==> config.mk <==
export PLATFORM = sky130hd
export DESIGN_NAME = sec32_encoder
export DESIGN_NICKNAME = d
export VERILOG_FILES = /design/src/rtl/sec32_encoder.sv
export SDC_FILE = /design/constraint.sdc
export NUM_CORES = 1
export LEC_CHECK = 0
export CAP_MARGIN = 20
export CORE_UTILIZATION = 40
export CTS_CLUSTER_SIZE = 8
export DETAILED_ROUTE_END_ITERATION = 7
export PLACE_DENSITY_LB_ADDON = 0.12
export SLEW_MARGIN = 20
export SYNTH_ARGS = -nofsm -noshare
export SYNTH_HDL_FRONTEND = slang
export SYNTH_SLANG_ARGS = --single-unit
==> constraint.sdc <==
create_clock -name CK -period 3.3 [get_ports CK]
set_input_delay 0.495 -clock CK [delete_from_list [all_inputs] [get_ports CK]]
set_output_delay 0.495 -clock CK [all_outputs]
set_load 0.02 [all_outputs]
==> src/rtl/sec32_encoder.sv <==
// sec32_encoder: 2-stage valid/ready pipeline producing 8 SEC check bits per 32-bit word.
// Optional single-bit error injection is enabled by defining SEC32_ENC_ERR_INJECT_EN.
module sec32_encoder (
   input  logic        CK,
   input  logic        RST,
   input  logic        in_valid,
   output logic        in_ready,
   input  logic [31:0] in_data,
   output logic        out_valid,
   input  logic        out_ready,
   output logic [31:0] out_data,
   output logic [7:0]  out_check,
`ifdef SEC32_ENC_ERR_INJECT_EN
   input  logic        inj_req,
   input  logic [5:0]  inj_pos,
   output logic        inj_done,
`endif
   output logic [15:0] word_cnt
);
   localparam logic [31:0] MASK [8] = '{
      32'h00FF1111, 32'hFF002222, 32'h0F0F4444, 32'hF0F08888,
      32'h111100FF, 32'h2222FF00, 32'h44440F0F, 32'h8888F0F0
   };
   logic        v1_q, v2_q, ld1, ld2;
   logic [31:0] d1_q, data_q, data_d;
   logic [7:0]  lo_q, hi_q, p_lo_d, p_hi_d, check_q, check_d;
   logic [15:0] cnt_q;
   logic [39:0] flip;
   assign ld2       = ~v2_q | out_ready;
   assign ld1       = ~v1_q | ld2;
   assign in_ready  = ld1;
   assign out_valid = v2_q;
   assign out_data  = data_q;
   assign out_check = check_q;
   assign word_cnt  = cnt_q;
   // Stage 1 keeps separate half-word parities so stage 2 only needs one XOR per check bit.
   always_comb begin
      p_lo_d = '0;
      p_hi_d = '0;
      for (int k = 0; k < 8; k++) begin
         p_lo_d[k] = ^(in_data[15:0] & MASK[k][15:0]);
         p_hi_d[k] = ^(in_data[31:16] & MASK[k][31:16]);
      end
   end
   assign data_d  = d1_q ^ flip[31:0];
   assign check_d = lo_q ^ hi_q ^ flip[39:32];
`ifdef SEC32_ENC_ERR_INJECT_EN
   logic       armed_q, done_q, apply;
   logic [5:0] pos_q;
   assign apply    = ld2 & v1_q & armed_q;
   assign flip     = apply ? (40'd1 << pos_q) : '0;
   assign inj_done = done_q;
   // A request in the same cycle as a consuming load re-arms for the following load.
   always_ff @(posedge CK) begin
      if (RST) begin
         armed_q <= 1'b0;
         done_q  <= 1'b0;
         pos_q   <= '0;
      end else begin
         done_q <= apply;
         if (inj_req && inj_pos < 6'd40) begin
            armed_q <= 1'b1;
            pos_q   <= inj_pos;
         end else if (apply) begin
            armed_q <= 1'b0;
         end
      end
   end
`else
   assign flip = '0;
`endif
   always_ff @(posedge CK) begin
      if (RST) begin
         v1_q    <= 1'b0;
         v2_q    <= 1'b0;
         d1_q    <= '0;
         lo_q    <= '0;
         hi_q    <= '0;
         data_q  <= '0;
         check_q <= '0;
         cnt_q   <= '0;
      end else begin
         if (ld1) v1_q <= in_valid;
         if (ld1 && in_valid) begin
            d1_q <= in_data;
            lo_q <= p_lo_d;
            hi_q <= p_hi_d;
         end
         if (ld2) v2_q <= v1_q;
         if (ld2 && v1_q) begin
            data_q  <= data_d;
            check_q <= check_d;
         end
         if (v2_q && out_ready) cnt_q <= cnt_q + 16'd1;
      end
   end
endmodule

# After elaboration in Yosys (flattened, before gate mapping)
# Cells that the tools add are included.
# totals
output_inout_bits	58
ff_bits	106
wordCells	33
# classes
bitwise	5
n_reduce_logical	19
n_addsub	1
# op_table
op	n
$reduce_xor 16->1	16
$add 16x1->16 const B	1
$xor 8x8->8	1
$logic_and 1x1->1	3
$not 1->1	2
$or 1x1->1	2

# Depth between registers and ports, before layout
# logic_depth
word_depth	4
ltp_mapped	6
depth_no_buf	5

# Worst setup path before layout
# No wires, ideal clock.
# synth_timing
path_kind	reg2reg
startpoint	register v2_q (netlist: out_valid)
endpoint	register d1_q[14]
stages_incl_launch_ff	6
synth_period_minus_slack_ns	1.562
n_path_buf	1
arrival_time_ns	1.492
slack_ns	1.738
path_cell_list	dfxtp_1 nand3b_1 nand2_1 clkbuf_1 nand2_1 a21oi_1
# synth_via
elab_chain_len	4
# synth_rtl
item	line_no	rtl
from (decl)	24	logic v1_q, v2_q, ld1, ld2;
from (signal assigned)	89	if (ld2) v2_q <= v1_q;
$not 1->1	29	assign ld2 = ~v2_q | out_ready;
$or 1x1->1	29	
$or 1x1->1	30	assign ld1 = ~v1_q | ld2;
via in_ready	7	output logic in_ready,
$logic_and 1x1->1	84	if (ld1 && in_valid) begin
to (signal assigned)	85	d1_q <= in_data;
to (decl)	25	logic [31:0] d1_q, data_q, data_d;
# The timed path passes the listed nets, and every way through them passes these cells.
# A chain may end at the register's enable or synchronous reset.

# Worst setup path after layout
# layout_timing
startpoint	input out_ready
endpoint	output in_ready
# layout_via
elab_chain_len	2
# layout_rtl
item	line_no	rtl
from (decl)	10	input logic out_ready,
$or 1x1->1	29	
$or 1x1->1	30	
to (decl)	7	
# No other way between the ends.

==> flow_metrics.env <==
export IMPL_gp_congestion=0.748
export IMPL_power_frac_clock=0.306
export IMPL_cts_buffers=9
export IMPL_dieArea_mm2=0.0112
export IMPL_drv_slew=0
export IMPL_rsz0062_at_grt="false"
export IMPL_report_final_setup_viol=0
export IMPL_port_buffers=93
export IMPL_antenna_found_initial=0
export IMPL_cts_setup_buffers=0
export IMPL_required_ns=2.80
export IMPL_ant_nets=0
export IMPL_synth_nets=549
export IMPL_grt_pass1_wl_um=16400
export IMPL_ys_top_cells_by_area="dfxtp_1 49%, xnor2_1 14%, nand2_1 12%"
export IMPL_synth_edf_count=0
export IMPL_final_layout_size_suffix_gt1_frac=0.0419
export IMPL_fin_total_pwr_w=0.00260
export IMPL_row_count=37
export IMPL_maxCapViolCount=0
export IMPL_hold_end="out_data[19]"
export IMPL_synthCells=512
export IMPL_status="completed"
export IMPL_maxSlewHeadroom=0.428
export IMPL_grt_overflow_total=0
export IMPL_finalClockSkew_ns=0.0120
export IMPL_synth_area_mm2=0.00432
export IMPL_seq_area_frac_synth=0.492
export IMPL_clkTransAtPathRegs_ns=0.09
export IMPL_diodes=0
export IMPL_p_leak_nw=1.86
export IMPL_vias=3584
export IMPL_tns_ns=0
export IMPL_period_needed_ns=2.43
export IMPL_min_path_type="register to register"
export IMPL_internal_power_w=0.00190
export IMPL_clkLatencyLatePin_ns=0.37
export IMPL_hold_start="d1_q[19]"
export IMPL_tightest_slew_ns=0.858
export IMPL_fmax_mhz=412
export IMPL_syn_area_per_cell_um2=8.43
export IMPL_synthDominantCellAreaShare=0.492
export IMPL_cts_repair_resized=0
export IMPL_path_max_fanout=7
export IMPL_yosysTopAreaCell="dfxtp_1"
export IMPL_combinationalPowerShare=0.162
export IMPL_synth_common_cells="134 x nand2_1, 106 x dfxtp_1, 70 x a21oi_1"
export IMPL_worst_setup_path_type="input port to primary output"
export IMPL_min_path_cells=2
export IMPL_routed_wl_um=9830
export IMPL_drc=0
export IMPL_die_h_um=106
export IMPL_vdd_drop_max_v=0.000226
export IMPL_seq_power_share=0.532
export IMPL_dpl_cell_count=717
export IMPL_htree_levels=3
export IMPL_wire_per_inst_um=13.4
export IMPL_hpwl_um=6810
export IMPL_ys_warn_count=0
export IMPL_reg2reg_to="out_data[17]"
export IMPL_die_w_um=106
export IMPL_synthFlopType="dfxtp_1"
export IMPL_ys_seq_elements=106
export IMPL_cts_buffer_depth=2
export IMPL_grt_use_total=0.185
export IMPL_dr_pass1_iters=4
export IMPL_io_pins=94
export IMPL_viasPerCell=4.89
export IMPL_worstPathArrival_ns=1.93
export IMPL_core_area_mm2=0.0104
export IMPL_power_density_mw_per_mm2=469
export IMPL_start_util=0.414
export IMPL_rrSetupSlack_ns=1.44
export IMPL_period_share=0.735
export IMPL_r2r_cells=5
export IMPL_cts_tree="done"
export IMPL_cts_hold_buf=0
export IMPL_place_area_mm2=0.00535
export IMPL_grt_max_degree=86
export IMPL_p_sw_w=0.000697
export IMPL_r2r_start="out_valid"
export IMPL_hold_ws_ns=0.455
export IMPL_stdcell_count=733
export IMPL_synth_cell_types=25
export IMPL_first_iter_violations=156
export IMPL_async_flop_share=0
export IMPL_synthToLayoutAreaGrowth_pct=28.6
export IMPL_crit_path_end_kind="primary output"
export IMPL_p_sw_frac=0.268
export IMPL_cts_root_buffer="clkbuf_8"
export IMPL_clock_sinks=106
export IMPL_start_kind="input port"
export IMPL_final_area_mm2=0.00555
export IMPL_final_nets=629
export IMPL_synth_most_common_cell="nand2_1"
export IMPL_grt_pass1_vias=3413
export IMPL_hold_viol_final=0
[power by group through the flow]
stage	Sequential (W)	Combinational, W	Clock, W
after floorplan	0.00143	0.000253	0
after global placement	0.00141	0.000418	0
after detailed placement	0.00141	0.000423	0
after CTS	0.00138	0.000425	0.000827
after global routing	0.00139	0.000464	0.000877
final	0.00138	0.000420	0.000797
[area by class of cell]
class,instances,area [um2]
Fill cell,1006,4870
Sequential cell,106,2120
Multi-Input combinational cell,376,2080
Timing Repair Buffer,98,978
Tap cell,136,170
Clock buffer,11,131
Clock inverter,5,63.8
Inverter,1,3.75
[stage by stage]
stage / utilization / setup WS (ns)
6_report: 0.533 / 0.873
5_1_grt: 0.533 / 0.826
4_1_cts: 0.533 / 0.860
3_5_place_dp: 0.514 / 0.860
3_3_place_gp: 0.514 / 0.871
2_1_floorplan: - / 1.74
[layer usage]
layer	up-vias	track usage	wire (um)
met1	1646	0.250	4780
met4	0	0.0575	123
met5	-	0	0
li1	1850	-	-
met2	75	0.288	4450
met3	13	0.0458	475
[sequential cells by signal, summed over array words and instances (netlist names)]
register,count
out_check,8
out_data,32
lo_q,8
v1_q,1
out_valid,1
word_cnt,16
d1_q,32
hi_q,8
[worst max-delay path by stage]
stage              start          end  slack (ns)  depth (start not counted)
2_1_floorplan  out_valid     d1_q[14]        1.74                          5
3_3_place_gp   out_ready     in_ready        0.87                          3
3_5_place_dp   out_ready  out_data[0]        0.86                          6
4_1_cts        out_ready     in_ready        0.86                          3
5_1_grt        out_ready     in_ready        0.83                          3
6_report       out_ready     in_ready        0.87                          3
[logic make-up (layout without fill, tap and decap cells)]
logic type,Yosys count,after routing,share of synthesized area
AND/OR/NAND/NOR,201,201,0.193
flip-flops,106,106,0.492
AO/OA/AOI/OAI,99,99,0.132
XOR/XNOR,75,75,0.152
buffers and inverters,30,115,0.0284
adder cells (fa/ha/maj),1,1,0.00290
[critical path: stages]
cell             delay, ns
clkdlybuf4s50_1       0.61
nand3b_1              0.19
clkdlybuf4s50_1       0.64
[cells in the final DEF (no fill, tap or decap), types with 3 or more instances in the layout]
cell / Yosys / final
nand4_1: 6 / 6
o21ai_0: 3 / 3
buf_4: 0 / 5
a21oi_1: 70 / 70
and4_1: 3 / 3
nand3_1: 5 / 5
xnor2_1: 68 / 68
xor2_1: 7 / 7
nor3_1: 3 / 3
a211oi_1: 24 / 24
clkdlybuf4s50_1: 0 / 92
or3_1: 3 / 3
clkbuf_8: 0 / 9
nand2_1: 134 / 134
dfxtp_1: 106 / 106
nand2b_1: 3 / 3
nor2_1: 38 / 38
Power figures use the tool's default switching activity.
